File: src/rtl/uart_result_tx.sv
// uart_result_tx: 16x-oversampled UART transmitter with a one-entry holding register; even parity bit when UART_TX_PARITY_EN is defined
module uart_result_tx #(
    parameter int DBIT    = 8,
    parameter int SB_TICK = 16
) (
    input  logic            clock,
    input  logic            i_reset_n,
    input  logic            i_tick,
    input  logic            i_start,
    input  logic [DBIT-1:0] i_data,
    output logic            o_tx,
    output logic            o_busy,
    output logic            o_done_tick,
    output logic            o_pending,
    output logic            o_overrun
);
    localparam int BW = (DBIT > 1) ? $clog2(DBIT) : 1;
`ifdef UART_TX_PARITY_EN
    typedef enum logic [2:0] {IDLE, START, DATA, PARITY, STOP} state_t;
`else
    typedef enum logic [2:0] {IDLE, START, DATA, STOP} state_t;
`endif
    state_t          state_q;
    logic [3:0]      tick_q;
    logic [BW-1:0]   bit_q;
    logic [DBIT-1:0] shreg_q;
    logic [DBIT-1:0] hold_q;
    logic            pending_q;
    logic            tx_q;
    logic            busy_q;
    logic            done_q;
    logic            overrun_q;
`ifdef UART_TX_PARITY_EN
    logic            par_q;
`endif
    logic [DBIT-1:0] load_data;
    logic            bit_end;
    logic            stop_end;

    // Next frame comes from the holding register when it is full, otherwise from the live request
    always_comb begin
        load_data = pending_q ? hold_q : i_data;
        bit_end   = i_tick && tick_q == 4'd15;
        stop_end  = i_tick && tick_q == 4'(SB_TICK - 1);
    end

    // Frame sequencer, holding register and registered line/status outputs
    always_ff @(posedge clock) begin
        if (!i_reset_n) begin
            state_q   <= IDLE;
            tick_q    <= '0;
            bit_q     <= '0;
            shreg_q   <= '0;
            hold_q    <= '0;
            pending_q <= 1'b0;
            tx_q      <= 1'b1;
            busy_q    <= 1'b0;
            done_q    <= 1'b0;
            overrun_q <= 1'b0;
`ifdef UART_TX_PARITY_EN
            par_q     <= 1'b0;
`endif
        end else begin
            done_q    <= 1'b0;
            overrun_q <= 1'b0;
            if (i_start && (state_q != IDLE || pending_q)) begin
                if (pending_q) begin
                    overrun_q <= 1'b1;
                end else begin
                    hold_q    <= i_data;
                    pending_q <= 1'b1;
                end
            end
            case (state_q)
                IDLE: begin
                    if (pending_q || i_start) begin
                        shreg_q   <= load_data;
`ifdef UART_TX_PARITY_EN
                        par_q     <= ^load_data;
`endif
                        pending_q <= 1'b0;
                        tx_q      <= 1'b0;
                        busy_q    <= 1'b1;
                        tick_q    <= '0;
                        state_q   <= START;
                    end
                end
                START: begin
                    if (bit_end) begin
                        tick_q  <= '0;
                        tx_q    <= shreg_q[0];
                        state_q <= DATA;
                    end else if (i_tick) begin
                        tick_q <= tick_q + 4'd1;
                    end
                end
                DATA: begin
                    if (bit_end) begin
                        tick_q  <= '0;
                        shreg_q <= shreg_q >> 1;
                        if (bit_q == BW'(DBIT - 1)) begin
                            bit_q   <= '0;
`ifdef UART_TX_PARITY_EN
                            tx_q    <= par_q;
                            state_q <= PARITY;
`else
                            tx_q    <= 1'b1;
                            state_q <= STOP;
`endif
                        end else begin
                            bit_q <= bit_q + BW'(1);
                            tx_q  <= shreg_q[1];
                        end
                    end else if (i_tick) begin
                        tick_q <= tick_q + 4'd1;
                    end
                end
`ifdef UART_TX_PARITY_EN
                PARITY: begin
                    if (bit_end) begin
                        tick_q  <= '0;
                        tx_q    <= 1'b1;
                        state_q <= STOP;
                    end else if (i_tick) begin
                        tick_q <= tick_q + 4'd1;
                    end
                end
`endif
                STOP: begin
                    if (stop_end) begin
                        tick_q <= '0;
                        done_q <= 1'b1;
                        if (pending_q) begin
                            shreg_q   <= hold_q;
`ifdef UART_TX_PARITY_EN
                            par_q     <= ^hold_q;
`endif
                            pending_q <= 1'b0;
                            tx_q      <= 1'b0;
                            state_q   <= START;
                        end else begin
                            busy_q  <= 1'b0;
                            state_q <= IDLE;
                        end
                    end else if (i_tick) begin
                        tick_q <= tick_q + 4'd1;
                    end
                end
                default: state_q <= IDLE;
            endcase
        end
    end

    assign o_tx        = tx_q;
    assign o_busy      = busy_q;
    assign o_done_tick = done_q;
    assign o_pending   = pending_q;
    assign o_overrun   = overrun_q;
endmodule

File: config.mk
export PLATFORM = sky130hd
export DESIGN_NAME = uart_result_tx
export DESIGN_NICKNAME = d
export VERILOG_FILES = /design/src/rtl/uart_result_tx.sv
export SDC_FILE = /design/constraint.sdc
export NUM_CORES = 1
export LEC_CHECK = 0
export ABC_CLOCK_PERIOD_IN_PS = 2300
export CORE_MARGIN = 2
export CORE_UTILIZATION = 60
export CTS_BUF_LIST = sky130_fd_sc_hd__clkbuf_4 sky130_fd_sc_hd__clkbuf_8 sky130_fd_sc_hd__clkbuf_16
export DETAILED_ROUTE_END_ITERATION = 8
export DONT_BUFFER_PORTS = 1
export PLACE_DENSITY = 0.79
export SYNTH_ARGS = -nofsm -noshare
export SYNTH_HDL_FRONTEND = slang
export SYNTH_SLANG_ARGS = --single-unit
export TNS_END_PERCENT = 5
File: constraint.sdc
create_clock -name clock -period 2.3 [get_ports clock]
set_clock_uncertainty 0.15 [all_clocks]
set_input_delay 0.46 -clock clock [delete_from_list [all_inputs] [get_ports clock]]
set_output_delay 0.46 -clock clock [all_outputs]
set_load 0.05 [all_outputs]
==> results of run 1 <==
## worst paths after layout
kind | startpoint | end | slack [ns] | depth (start not counted)
min | i_reset_n | o_tx$_SDFFE_PN1P_ | 0.08 | 1
max | state_q[0]$_SDFFE_PN0P_ | shreg_q[6]$_SDFFE_PN0P_ | 0.15 | 5
min reg2reg | bit_q[2]$_SDFFE_PN0P_ | bit_q[2]$_SDFFE_PN0P_ | 0.33 | 2
max reg2reg | state_q[0]$_SDFFE_PN0P_ | shreg_q[6]$_SDFFE_PN0P_ | 0.15 | 5
## per-stage QoR
step                hold slack [ns]  setup slack [ns]
CTS                          0.0668             0.181
global placement              0.297             0.287
detailed placement            0.316             0.201
finish                       0.0822             0.150
global route                 0.0769            0.0419
floorplan                     0.290             0.287
## placed cells by master, fill, tap and decap left out, types with 2 or more instances in the layout
cell      count
a211oi_1      8
a21oi_1      11
a222oi_1      7
buf_4         6
clkbuf_4      6
dfxtp_1      30
ha_1          9
inv_1         5
mux2i_1       9
nand2_1      11
nand3_1       5
nor2_1       15
nor3_1       11
nor3b_1       3
o21ai_0       5
or3_1         2
## sequential cells by signal (all words and copies together), names as in the netlist
signal,count
bit_q,3
o_busy,1
o_overrun,1
o_tx,1
tick_q,4
hold_q,8
shreg_q,8
o_pending,1
state_q,2
o_done_tick,1
## power breakdown
part	internal (uW)	switching, uW	total [uW]
combinational	444	566	1010
clock	160	179	339
sequential	646	150	795
total	1250	895	2140
## final cells by class
| class | instances | share of cell area [%] |
|---|---|---|
| clock buffer | 7 | 3.63 |
| clock inverter | 1 | 0.309 |
| inverter | 6 | 1.39 |
| multi-input combinational | 118 | 52.4 |
| sequential | 30 | 37.1 |
| tap | 30 | 2.32 |
| timing repair buffer | 6 | 2.78 |
## critical path: cells and delay by family (launching register included)
family	cells	cell delay, ns
buffers and inverters	1	0.12
AND/OR/NAND/NOR	1	0.63
AO/OA/AOI/OAI	2	0.50
adder cells (fa/ha/maj)	1	0.27
flip-flops	1	0.39
## metal layers
| metal | up-vias | part of all wire (%) | track usage, % |
|---|---|---|---|
| met5 | - | 0 | 0 |
| met3 | 8 | 5.6 | 9.02 |
| met2 | 38 | 50 | 46.8 |
| li1 | 624 | - | - |
| met4 | 0 | 2.0 | 14.2 |
| met1 | 615 | 42 | 27.6 |
## cells in the mapped netlist (2+ instances only)
master,n
clkbuf_1,5
a21oi_1,11
o21ai_0,5
inv_1,5
nor3_1,11
or3_1,2
buf_2,2
nor2_1,15
a211oi_1,8
a222oi_1,7
nor3b_1,3
dfxtp_1,30
mux2i_1,9
ha_1,9
nand2_1,11
nand3_1,5
## cell families after synthesis
group / Yosys count
AO/OA/AOI/OAI: 40
flip-flops: 30
adder cells (fa/ha/maj): 9
buffers and inverters: 15
multiplexers: 10
AND/OR/NAND/NOR: 59
==> results.md, run 1 <==
* Outcome: finished, final reports clean
* Yosys top cell area share at 39.5%
* Vias in the first global route at 1,285
* Drc violations at 0
* DIE AREA at 2950 sq um
* Area contributors post-synth: dfxtp_1, ha_1, mux2i_1, a222oi_1, a211oi_1
* WP data arrival at 2.25 ns
* Post-Syn Instances at 163
* Clock root buffer master: clkbuf_4
* Seq/Total Area, Yosys at 39.5%
* Minimum clock period at 2.15 ns
* Pre-antenna DRT Iters at 4
* First-pass GRT wire length at 5.53 mm
* Number of gates resized after CTS at 0
* Total negative slack at 0 ns
* Post-Synth XOR/XNOR Area at 0%
* GPL Wtd Cong at 0.952
* Post-Place Cells at 190
* Synth cell types at 41
* WP data required at 2.40 ns
* # IOs at 17
* Overflow after GRT at 0
* Mux share of post-synthesis cell area at 6.67%
* Critical Path Source Type: register
* Synth Register Bits at 30
* Cell Chain, Critical Path: inv_1 -> ha_1 -> nor3_1 -> a222oi_1 -> a211oi_1
* Fin. Hold Viols at 0
* Sequential Area at 601 sq um
* Die Y at 54.3 um
* CTS tree: built
* Simple-gate area share of the yosys netlist at 21.7%
* Vias/cell at 6.49
* Pwr Density at 1330 nW/um^2
* Area of the multi-input gates at 848 sq um
* Clock Latency Late Sink at 0.33 ns
* Syn_area_per_cell at 9.32 sq um
* Max cap viols at 0
* Clock net sink count at 30
* CP max stage cell: nor3_1
* DR vias at 1,285
* Hold crit path type: in2reg
* Rows at 18
* GRT Util Overall at 26.6%
* Core Region at 2430 sq um
* Share of cells above drive strength 1 at 13.1%
* Layout fillers at 215
* Final slew viol count at 0
* Hpwl dp at 2.35 mm
* RSZ-0062 raised after global routing: false
* Routed len/inst at 16.3 um
* Longest Clk Path Bufs at 2
* CTS Hold Bufs at 0
* Endpoint class of the critical path: register
* Final Cycle Share at 93.5%
* Mapped Area at 1520 sq um
* Post-DP Area at 1550 sq um
* Final #Nets at 188
* Largest net degree at the start of global routing at 27
* Fmax at 0.465 GHz
* Final core occ at 66.5%
* Relative slew slack at 46.0%
* Number of synthesized flops with an enable pin at 0
* Num CTS Buffers at 5
* Worst-case vdd ir drop at 861 uV
* # Post-CTS Setup Buffers at 0
* Diode count at 0
* Main combinational cell family by area after synthesis: simple AND/OR/NAND/NOR gates
* Synth Area in Adders at 7.41%
* CTS clk-pin slew, worst paths at 0.10 ns
* Final Non-Filler Cells at 198
* Total Power at 2140 uW
* Slowest Stage Delay on Critical Path at 0.63 ns
* Final setup fails at 0
* Die Span X at 54.3 um
* Top FF cell, synth: dfxtp_1
* Ys async rst share at 0%
* Crit Path Max Fanout at 7
* Initial antenna violation count at 0
* Max H-tree Level at 2
* Compound-Gate Fraction of Synth Area at 20.1%
* WS Path Type: reg2reg
* P_leak at 0.000620 uW
* Final wirelength at 3.23 mm
* Initial DRC Count at 56
* Port bufs at 0
* Syn nets at 184
* Worst Tran Pin Value at 0.803 ns
* Final Cell Area at 1620 sq um
* Routed Antenna Nets at 0
* Syn. warnings at 0
* Synth-to-Final Area Change at 6.51%
* Largest area contributor in the netlist: dfxtp_1
* Initial Utilization at 62.4%
Power figures use the tool's default switching activity.
==> inputs of run 2 (changes only) <==
CORE_MARGIN = 1.5   (was 2)
==> results.md, run 2 (synthesis gave the netlist of run 1 again) <==
* Outcome: finished, final reports clean
* Hold crit path type: in2reg
* Worst Tran Pin Value at 0.508 ns (-0.296 ns)
* Routed len/inst at 15.4 um (-5.4%)
* Synth-to-Final Area Change at 8.57%
* Overflow after GRT at 0 (unchanged)
* Initial antenna violation count at 0 (unchanged)
* Final Cycle Share at 90.3% (-3.2 points)
* CTS Hold Bufs at 0 (unchanged)
* Clock net sink count at 30 (unchanged)
* RSZ-0062 raised after global routing: false
* Largest net degree at the start of global routing at 27 (unchanged)
* Leading cell types in the layout, fill and taps excluded: dfxtp_1, nor2_1, nand2_1, a21oi_1, nor3_1
* Final slew viol count at 0 (unchanged)
* Pwr Density at 1360 nW/um^2 (+2.7%)
* Critical Path Source Type: register
* Core Region at 2430 sq um (unchanged)
* WP data arrival at 2.16 ns (-0.09 ns)
* GRT Util Overall at 25.1% (-1.4 points)
* Total negative slack at 0 ns (unchanged)
* Clock root buffer master: clkbuf_4
* Cell Chain, Critical Path: inv_1 -> ha_1 -> or3b_2 -> o211ai_1 -> a21oi_1 -> a41o_1
* Commonest non-fill, non-tap cell in the layout: dfxtp_1
* Max H-tree Level at 2 (unchanged)
* DR vias at 1,242 (-3.3%)
* WP data required at 2.38 ns (-0.02 ns)
* Layout fillers at 198 (-7.9%)
* Routed Antenna Nets at 0 (unchanged)
* Final setup fails at 0 (unchanged)
* First-pass GRT wire length at 5.03 mm (-9.1%)
* Pre-antenna DRT Iters at 5 (+1)
* Endpoint class of the critical path: register
* Diode count at 0 (unchanged)
* GPL Wtd Cong at 0.894 (-6.1%)
* Num CTS Buffers at 5 (unchanged)
* # IOs at 17 (unchanged)
* Fmax at 0.482 GHz (+3.5%)
* Fin. Hold Viols at 0 (unchanged)
* Relative slew slack at 66.0% (+20 points)
* Final #Nets at 189 (+0.53%)
* Drc violations at 0 (unchanged)
* Clock Latency Late Sink at 0.34 ns (about the same)
* Crit Path Max Fanout at 7 (unchanged)
* Slowest Stage Delay on Critical Path at 0.52 ns (-0.11 ns)
* Initial Utilization at 62.4% (unchanged)
* Die Y at 53.3 um (-1.8%)
* Biggest regs: hold_q x8, shreg_q x8, tick_q x4
* Minimum clock period at 2.08 ns (-0.0736 ns)
* # Post-CTS Setup Buffers at 0 (unchanged)
* Total Power at 2250 uW (+4.7%)
* P_leak at 0.000634 uW (+2.3%)
* Longest Clk Path Bufs at 2 (unchanged)
* Hpwl dp at 2.18 mm (-7.2%)
* CTS clk-pin slew, worst paths at 0.08 ns (-0.02 ns)
* WS Path Type: reg2reg
* Rows at 18 (unchanged)
* DIE AREA at 2840 sq um (-3.6%)
* Vias/cell at 6.24 (-3.8%)
* Initial DRC Count at 29 (-48%)
* Max cap viols at 0 (unchanged)
* Number of gates resized after CTS at 0 (unchanged)
* Worst-case vdd ir drop at 884 uV (+2.7%)
* CTS tree: built
* Vias in the first global route at 1,117 (-13%)
* Port bufs at 0 (unchanged)
* Share of cells above drive strength 1 at 14.2% (+1.1 points)
* Final wirelength at 3.07 mm (-5.0%)
* CP max stage cell: or3b_2
* Die Span X at 53.3 um (-1.8%)
run 2: final timing paths:
kind | start | depth (start not counted) | slack (ns) | to
setup / recovery | state_q[1]$_SDFFE_PN0P_ | 6 | 0.22 | state_q[1]$_SDFFE_PN0P_
hold / removal | i_reset_n | 1 | 0.08 | o_tx$_SDFFE_PN1P_
setup reg to reg | state_q[1]$_SDFFE_PN0P_ | 6 | 0.22 | state_q[1]$_SDFFE_PN0P_
hold reg to reg | bit_q[1]$_SDFFE_PN0P_ | 2 | 0.31 | bit_q[1]$_SDFFE_PN0P_
run 2: through the flow:
step	std cells	setup slack (ns)	cell area, sq um	hold WS [ns]	util [%]
final	199	0.223	1650	0.0762	67.8
after global routing	199	0.0718	1650	0.0599	67.8
after CTS	199	0.197	1640	0.0678	67.6
after detailed placement	191	0.228	1560	0.304	64.2
after global placement	191	0.247	1560	0.298	64.2
after floorplan	163	0.287	1520	0.290	-
run 2: power breakdown:
group	leakage (uW)	switching, uW	internal [uW]
logic	0.000342	572	456
registers	0.000246	139	646
clock network	0.0000463	180	254
total	0.000634	891	1360
run 2: final cells by class:
cell class                 count  area, sq um  area share (%)
timing repair buffer           7         52.6            3.19
clock buffer                   7         52.6            3.19
sequential                    30          601            36.4
clock inverter                 1         30.0            1.82
inverter                       6         22.5            1.37
tap                           30         37.5            2.28
multi-input combinational    118          853            51.7
run 2: worst max-delay path, delay by kind of cell, from the launching register on:
| kind | cells | cell delay (ns) |
|---|---|---|
| flip-flops | 1 | 0.35 |
| AND/OR/NAND/NOR | 1 | 0.52 |
| buffers and inverters | 1 | 0.14 |
| AO/OA/AOI/OAI | 3 | 0.52 |
| adder cells (fa/ha/maj) | 1 | 0.30 |
run 2: layer usage:
layer	up-vias	global-route usage, %	share of wire [%]
met5	-	0	0
met4	0	9.83	1.6
met3	6	10.2	6.1
met2	37	40.5	49
met1	582	29.4	44
li1	617	-	-
